--- src/rtl/edge_pkg.sv ---
// rtl/edge_pkg.sv - shared mode encodings and width helper for the edge detector bank

package edge_pkg;

    localparam logic [1:0] MODE_OFF  = 2'b00;
    localparam logic [1:0] MODE_RISE = 2'b01;
    localparam logic [1:0] MODE_FALL = 2'b10;
    localparam logic [1:0] MODE_BOTH = 2'b11;

    function automatic int clog2(input int value);
        int r;
        r = 0;
        while ((1 << r) < value) begin
            r = r + 1;
        end
        return r;
    endfunction

endpackage

--- src/rtl/edge_chan.sv ---
// rtl/edge_chan.sv - one channel: synchroniser, debounce filter, edge pulse and sticky pending flag

module edge_chan
    import edge_pkg::*;
#(
    parameter int   SYNC_STAGES = 2,
    parameter int   DEBOUNCE    = 4,
    parameter logic INIT_LEVEL  = 1'b0
) (
    input  logic       clk,
    input  logic       rst,
    input  logic       din,
    input  logic [1:0] mode,
    input  logic       clr,
    output logic       level,
    output logic       pulse,
    output logic       pending
);

    localparam int            CW       = clog2(DEBOUNCE + 1);
    localparam logic [CW-1:0] CNT_LAST = CW'(DEBOUNCE - 1);

    logic [SYNC_STAGES-1:0] sync_q, sync_d;
    logic [CW-1:0]          cnt_q, cnt_d;
    logic                   level_q, level_d;
    logic                   pulse_q, pulse_d;
    logic                   pending_q, pending_d;
    logic                   synced;
    logic                   accept;

    assign synced = sync_q[SYNC_STAGES-1];

    // Direction qualifier evaluated against the value about to become the new level.
    always_comb begin
        accept = 1'b0;
        case (mode)
            MODE_OFF:  accept = 1'b0;
            MODE_RISE: accept = synced;
            MODE_FALL: accept = ~synced;
            MODE_BOTH: accept = 1'b1;
            default:   accept = 1'b0;
        endcase
    end

    always_comb begin
        sync_d  = {sync_q[SYNC_STAGES-2:0], din};
        cnt_d   = cnt_q;
        level_d = level_q;
        pulse_d = 1'b0;
        if (synced == level_q) begin
            cnt_d = '0;
        end else if (cnt_q == CNT_LAST) begin
            level_d = synced;
            cnt_d   = '0;
            pulse_d = accept;
        end else begin
            cnt_d = cnt_q + CW'(1);
        end
        // A new edge beats a simultaneous clear so no event is lost.
        if (pulse_d) begin
            pending_d = 1'b1;
        end else if (clr) begin
            pending_d = 1'b0;
        end else begin
            pending_d = pending_q;
        end
    end

    always_ff @(posedge clk or negedge rst) begin
        if (!rst) begin
            sync_q    <= '0;
            cnt_q     <= '0;
            level_q   <= INIT_LEVEL;
            pulse_q   <= 1'b0;
            pending_q <= 1'b0;
        end else begin
            sync_q    <= sync_d;
            cnt_q     <= cnt_d;
            level_q   <= level_d;
            pulse_q   <= pulse_d;
            pending_q <= pending_d;
        end
    end

    assign level   = level_q;
    assign pulse   = pulse_q;
    assign pending = pending_q;

endmodule

--- src/rtl/edge_detect_bank.sv ---
// rtl/edge_detect_bank.sv - bank of independent edge channels with a registered masked interrupt

module edge_detect_bank
    import edge_pkg::*;
#(
    parameter int              N_CH        = 4,
    parameter int              SYNC_STAGES = 2,
    parameter int              DEBOUNCE    = 4,
    parameter logic [N_CH-1:0] INIT_LEVEL  = '0
) (
    input  logic              clk,
    input  logic              rst,
    input  logic [N_CH-1:0]   din,
    input  logic [2*N_CH-1:0] mode,
    input  logic [N_CH-1:0]   irq_en,
    input  logic [N_CH-1:0]   clr,
    output logic [N_CH-1:0]   level,
    output logic [N_CH-1:0]   pulse,
    output logic [N_CH-1:0]   pending,
    output logic              irq
);

    logic irq_q, irq_d;

    for (genvar i = 0; i < N_CH; i++) begin : g_chan
        edge_chan #(
            .SYNC_STAGES (SYNC_STAGES),
            .DEBOUNCE    (DEBOUNCE),
            .INIT_LEVEL  (INIT_LEVEL[i])
        ) u_chan (
            .clk     (clk),
            .rst     (rst),
            .din     (din[i]),
            .mode    (mode[2*i+1:2*i]),
            .clr     (clr[i]),
            .level   (level[i]),
            .pulse   (pulse[i]),
            .pending (pending[i])
        );
    end

    // Built from registered pending, so irq trails pending by one cycle.
    always_comb begin
        irq_d = |(pending & irq_en);
    end

    always_ff @(posedge clk or negedge rst) begin
        if (!rst) begin
            irq_q <= 1'b0;
        end else begin
            irq_q <= irq_d;
        end
    end

    assign irq = irq_q;

endmodule

--- config.mk ---
export PLATFORM = sky130hd
export DESIGN_NAME = edge_detect_bank
export DESIGN_NICKNAME = d
export VERILOG_FILES = /design/src/rtl/edge_pkg.sv /design/src/rtl/edge_chan.sv /design/src/rtl/edge_detect_bank.sv
export SDC_FILE = /design/constraint.sdc
export NUM_CORES = 1
export LEC_CHECK = 0
export CAP_MARGIN = 20
export CORE_AREA = 2 2 60 62
export CTS_CLUSTER_DIAMETER = 30
export DETAILED_ROUTE_END_ITERATION = 7
export DIE_AREA = 0 0 62 64
export PLACE_DENSITY = 0.75
export SYNTH_ARGS = -nofsm -noshare
export SYNTH_HDL_FRONTEND = slang
export SYNTH_SLANG_ARGS = --single-unit
export TNS_END_PERCENT = 5
--- constraint.sdc ---
create_clock -name clk -period 1.2 [get_ports clk]
set_clock_uncertainty 0.2 [all_clocks]
set_input_delay 0.12 -clock clk [delete_from_list [all_inputs] [get_ports clk]]
set_output_delay 0.12 -clock clk [all_outputs]
set_load 0.03 [all_outputs]
# Word-level counts from Yosys, hierarchy flattened
# Cells that the tools add are included.
# totals
regBits	33
out_inout_bits	13
word_cells	95
# op_classes
addsub	4
n_eq_ne	20
n_mux	28
n_bitwise	9
reduce_logical	13
# ops
op	count
3-bit 2-to-1 mux	8
2-bit == test, second input constant	8
1-bit 2-to-1 mux	16
1-bit one-hot mux with 4 select lines	4
3-bit by 1-bit adder with 3-bit output, second input constant	4
3-bit by 2-bit == test with 1-bit output, second input constant	4
2-bit by 1-bit == test with 1-bit output, second input constant	4
2-bit logical NOT	4
1-bit NOT	8
2-bit AND reduction	4
2-bit nonzero test	4
4-bit bitwise AND	1
1-bit == test	4
4-bit OR reduction	1

# Depth between registers and ports, before layout
# logic_depth
depth_word	5
mapped_depth	4

# Cells and area by module
# A second synthesis with hierarchy kept.
# unflattened
cells_unflattened	88
hier_area_um2	1249.9
# by_module_without_submodules
module	n_inst	cells_per_inst	area_per_inst_um2	seq_area_each_um2
edge_chan	4	21	301.5	200.2
edge_detect_bank	1	4	43.8	25.0

# Worst setup path after synthesis
# OpenSTA, ideal clock, no wires.
# synth_path
kind	register to register
from	register g_chan[0].u_chan.cnt_q[0]
to	register g_chan[0].u_chan.level_q
setup_ns	0.125
t_arrival_ns	1.014
t_required_ns	0.875
setup_slack_ns	-0.139
path_stages_with_launch	4
synth_period_minus_slack_ns	1.339
path_cell_list	dfrtp_1 > ha_1 > nor2b_4 > mux2_2
# synth_between
elab_chain_len	2
# synth_lines
item	line_no	text
from (decl)	edge_chan.sv:24	logic [CW-1:0] cnt_q, cnt_d;
from (signal assigned)	edge_chan.sv:78	cnt_q <= cnt_d;
3-bit by 2-bit == test with 1-bit output	edge_chan.sv:52	end else if (cnt_q == CNT_LAST) begin
2-bit AND reduction (no source line)	-	
to (signal assigned)	edge_chan.sv:79	level_q <= level_d;
to (decl)	edge_chan.sv:25	logic level_q, level_d;
# No other way between the ends.
# A chain may end at the register's enable or synchronous reset.

# Worst setup path after layout
# Same ends and word-level chain as after synthesis.

==> impl_metrics.toml <==
[run_status]
status = "finished, violations left"
violations = "negative setup slack"

[global_routing]
overflow = 0
grt_max_degree = 34
grt_pass1_wl_mm = 4.13
antenna_found_initial = 0
first_global_vias = 952
grt_usage_pct = 14.4

[placement]
pre_cts_slack_ps = -153
gp_congestion = 0.694
io_buffers = 34
dp.cells = 178
post-dp-hpwl_mm = 1.70
post_dp_cell_area_mm2 = 0.00176

[synthesis]
synthTopCellsByArea = "dfrtp_1 (60%), buf_4 (6.6%), ha_1 (3.7%), mux2_2 (3.3%), nor2b_4 (3.0%)"
synth_most_common_cell = "dfrtp_1"
synth_simple_gate_area_share_pct = 17.3
yosys-top-cells-count = "dfrtp_1 (33), buf_4 (12), nand3b_1 (5)"
synth.distinct_cells = 21
synth.largest_area_cell = "dfrtp_1"
synth_top_family_by_area = "simple AND/OR/NAND/NOR gates"
syn_area_per_cell_um2 = 13.8
yosysTopAreaCellShare_pct = 60.3
synthFlopType = "dfrtp_1"
synth_seq_area_share_pct = 60.3
yosys.area_share.adder_pct = 3.65
synthesis.instances = 99
syn-cell-area_mm2 = 0.00137
synth_nets = 125
synth_edf_count = 0
synth_compound_area_share_pct = 5.30
ys_async_sr_fraction_pct = 100
synthMuxAreaShare_pct = 3.29
ys_seq_elements = 33
synth_xor_area_share_pct = 2.56
synth_warnings = 0

[timing]
max_slew.worst_pin.slew_ps = 299
rsz0062_at_grt = "yes"
fin_setup_tns_ps = -1270
hold_viol = 0
period_share_pct = 111
whs_ps = 20.5
max_freq_mhz = 749
final_max_slew_viol_count = 0
setup_viol = 20
setup_ws_ps = -135
finalCriticalPeriod_ps = 1340
maxSlewHeadroom_pct = 80.0

[final_layout]
register_area_um2 = 830
diodes = 0
utilization_pct = 61.4
nets = 170
syn_to_final_growth_pct = 47.3
multi_input_area_um2 = 518
drive_gt1_share_pct = 44.1
fill_cells = 263
design_area_mm2 = 0.00202
final_cells = 191

[cts]
root_buffer = "clkbuf_4"
ctsHtreeMaxLevel = 2
clock_latency_ps = 330
numCtsBuffers = 5
clock_sinks = 33
cts_tree = "built"
clk_path_buf_depth = 2
cts.clk_slew.worst_paths_ps = 100

[critical_path]
end_kind = "flip-flop"
path_max_fanout = 3
cp_data_required_time_ps = 1220
critPathLaunchType = "flip-flop"
worstPathCellList = "ha_2 > nor2b_4 > mux2_4"
cpPeakStageDelay_ps = 360
cpMaxStageDelayCell = "dfrtp_1"
crit_type = "reg -> reg"
worstPathArrival_ps = 1350
r2r_cells = 3

[floorplanning]
die_x_um = 62
coreArea_mm2 = 0.00328
die_area_mm2 = 0.00397
start_util_pct = 41.7
fp.dieH_um = 64
ios = 35
rows = 21

[drt]
vias = 848
wirelength_mm = 2.38
ant_nets = 0
first_pass_iters = 2
wl_per_cell_um = 12.5
remaining_drc_errors = 0
drt_iter0_drc = 10
via_per_inst = 4.44

[job]
cap_violations = 0

[power]
powerDensity_mw_per_mm2 = 1990
finalPower_mw = 4.02
p_leak_nw = 0.949
peakVddDrop_mv = 0.776

[hold_path]
min_path_cells = 1
hold_path.class = "in -> reg"
## power by group
group          leakage, nW  switching (mW)  internal [mW]
Clock               0.0552           0.371          0.645
Combinational        0.472           0.601          0.836
Sequential           0.422           0.225           1.34
## layout make-up
type	instances	share of cell area, %
Clock buffer	5	1.86
Clock inverter	3	3.22
Inverter	4	0.744
Multi-Input combinational cell	50	25.7
Sequential cell	33	41.1
Tap cell	46	2.85
Timing Repair Buffer	50	24.6
## worst paths after layout
kind,start,to,slack (ps)
max in group asynchronous,rst,g_chan[0].u_chan.level,100
max,g_chan[0].u_chan.cnt_q[0],g_chan[0].u_chan.level,-140
min reg2reg,g_chan[2].u_chan.sync_q[0],g_chan[2].u_chan.sync_q[1],160
min,din[2],g_chan[2].u_chan.sync_q[0],20
max reg2reg,g_chan[0].u_chan.cnt_q[0],g_chan[0].u_chan.level,-140
min in group asynchronous,rst,g_chan[3].u_chan.pulse,510
## worst max-delay path: cells and delay by family, from the launching register on
family | cells | cell delay [ps]
adder cells (fa/ha/maj) | 1 | 180
flip-flops | 1 | 360
multiplexers | 1 | 300
AND/OR/NAND/NOR | 1 | 180
## registers in the layout (all words and copies together) (netlist names)
| register | cells |
|---|---|
| g_chan.u_chan.pulse | 4 |
| g_chan.u_chan.level | 4 |
| g_chan.u_chan.pending | 4 |
| g_chan.u_chan.sync_q | 8 |
| irq | 1 |
| g_chan.u_chan.cnt_q | 12 |
## repair_timing
action,4_1_cts,5_1_grt
resized for setup,21,6
hold buffers,1,0
pin swaps,1,3
hold endpoints to repair,33,0
setup endpoints to repair,30,33
setup buffers,2,2
## per-layer routing
| metal | part of all wire [%] | wire (um) | GRT usage (%) |
|---|---|---|---|
| met1 | 39 | 929 | 15.2 |
| met2 | 53 | 1270 | 24.6 |
| met3 | 5.5 | 130 | 4.86 |
| met4 | 2.4 | 58 | 7.18 |
| met5 | 0 | 0 | 0 |
## cell families after synthesis
| logic type | Yosys count |
|---|---|
| AOI/OAI and AO/OA | 10 |
| xor gates and xnor gates | 4 |
| adders and majority gates | 4 |
| buffers and inverters | 16 |
| DFF | 33 |
| muxes | 4 |
| and+or+nand+nor | 28 |
## cells in the final DEF, fill, tap and decap left out
cell type / count
nor2b_1: 3
bufinv_16: 2
ha_4: 1
o21ai_1: 3
nor3_2: 2
and3b_1: 1
a22o_1: 3
nor3b_1: 1
nor3_4: 1
nor3b_2: 4
buf_6: 14
dfrtp_1: 30
dlygate4sd3_1: 1
nand2_1: 4
a22oi_1: 2
dfrtp_2: 3
mux2_4: 4
nor2b_4: 3
a21o_1: 1
clkdlybuf4s50_1: 21
and2_4: 1
buf_12: 1
clkinv_2: 1
xnor2_2: 4
buf_4: 13
ha_2: 3
inv_1: 4
and2_1: 2
a21oi_2: 1
clkbuf_4: 5
nand2b_4: 1
nand3b_1: 5
No activity file was read; power rests on OpenSTA's default activity.
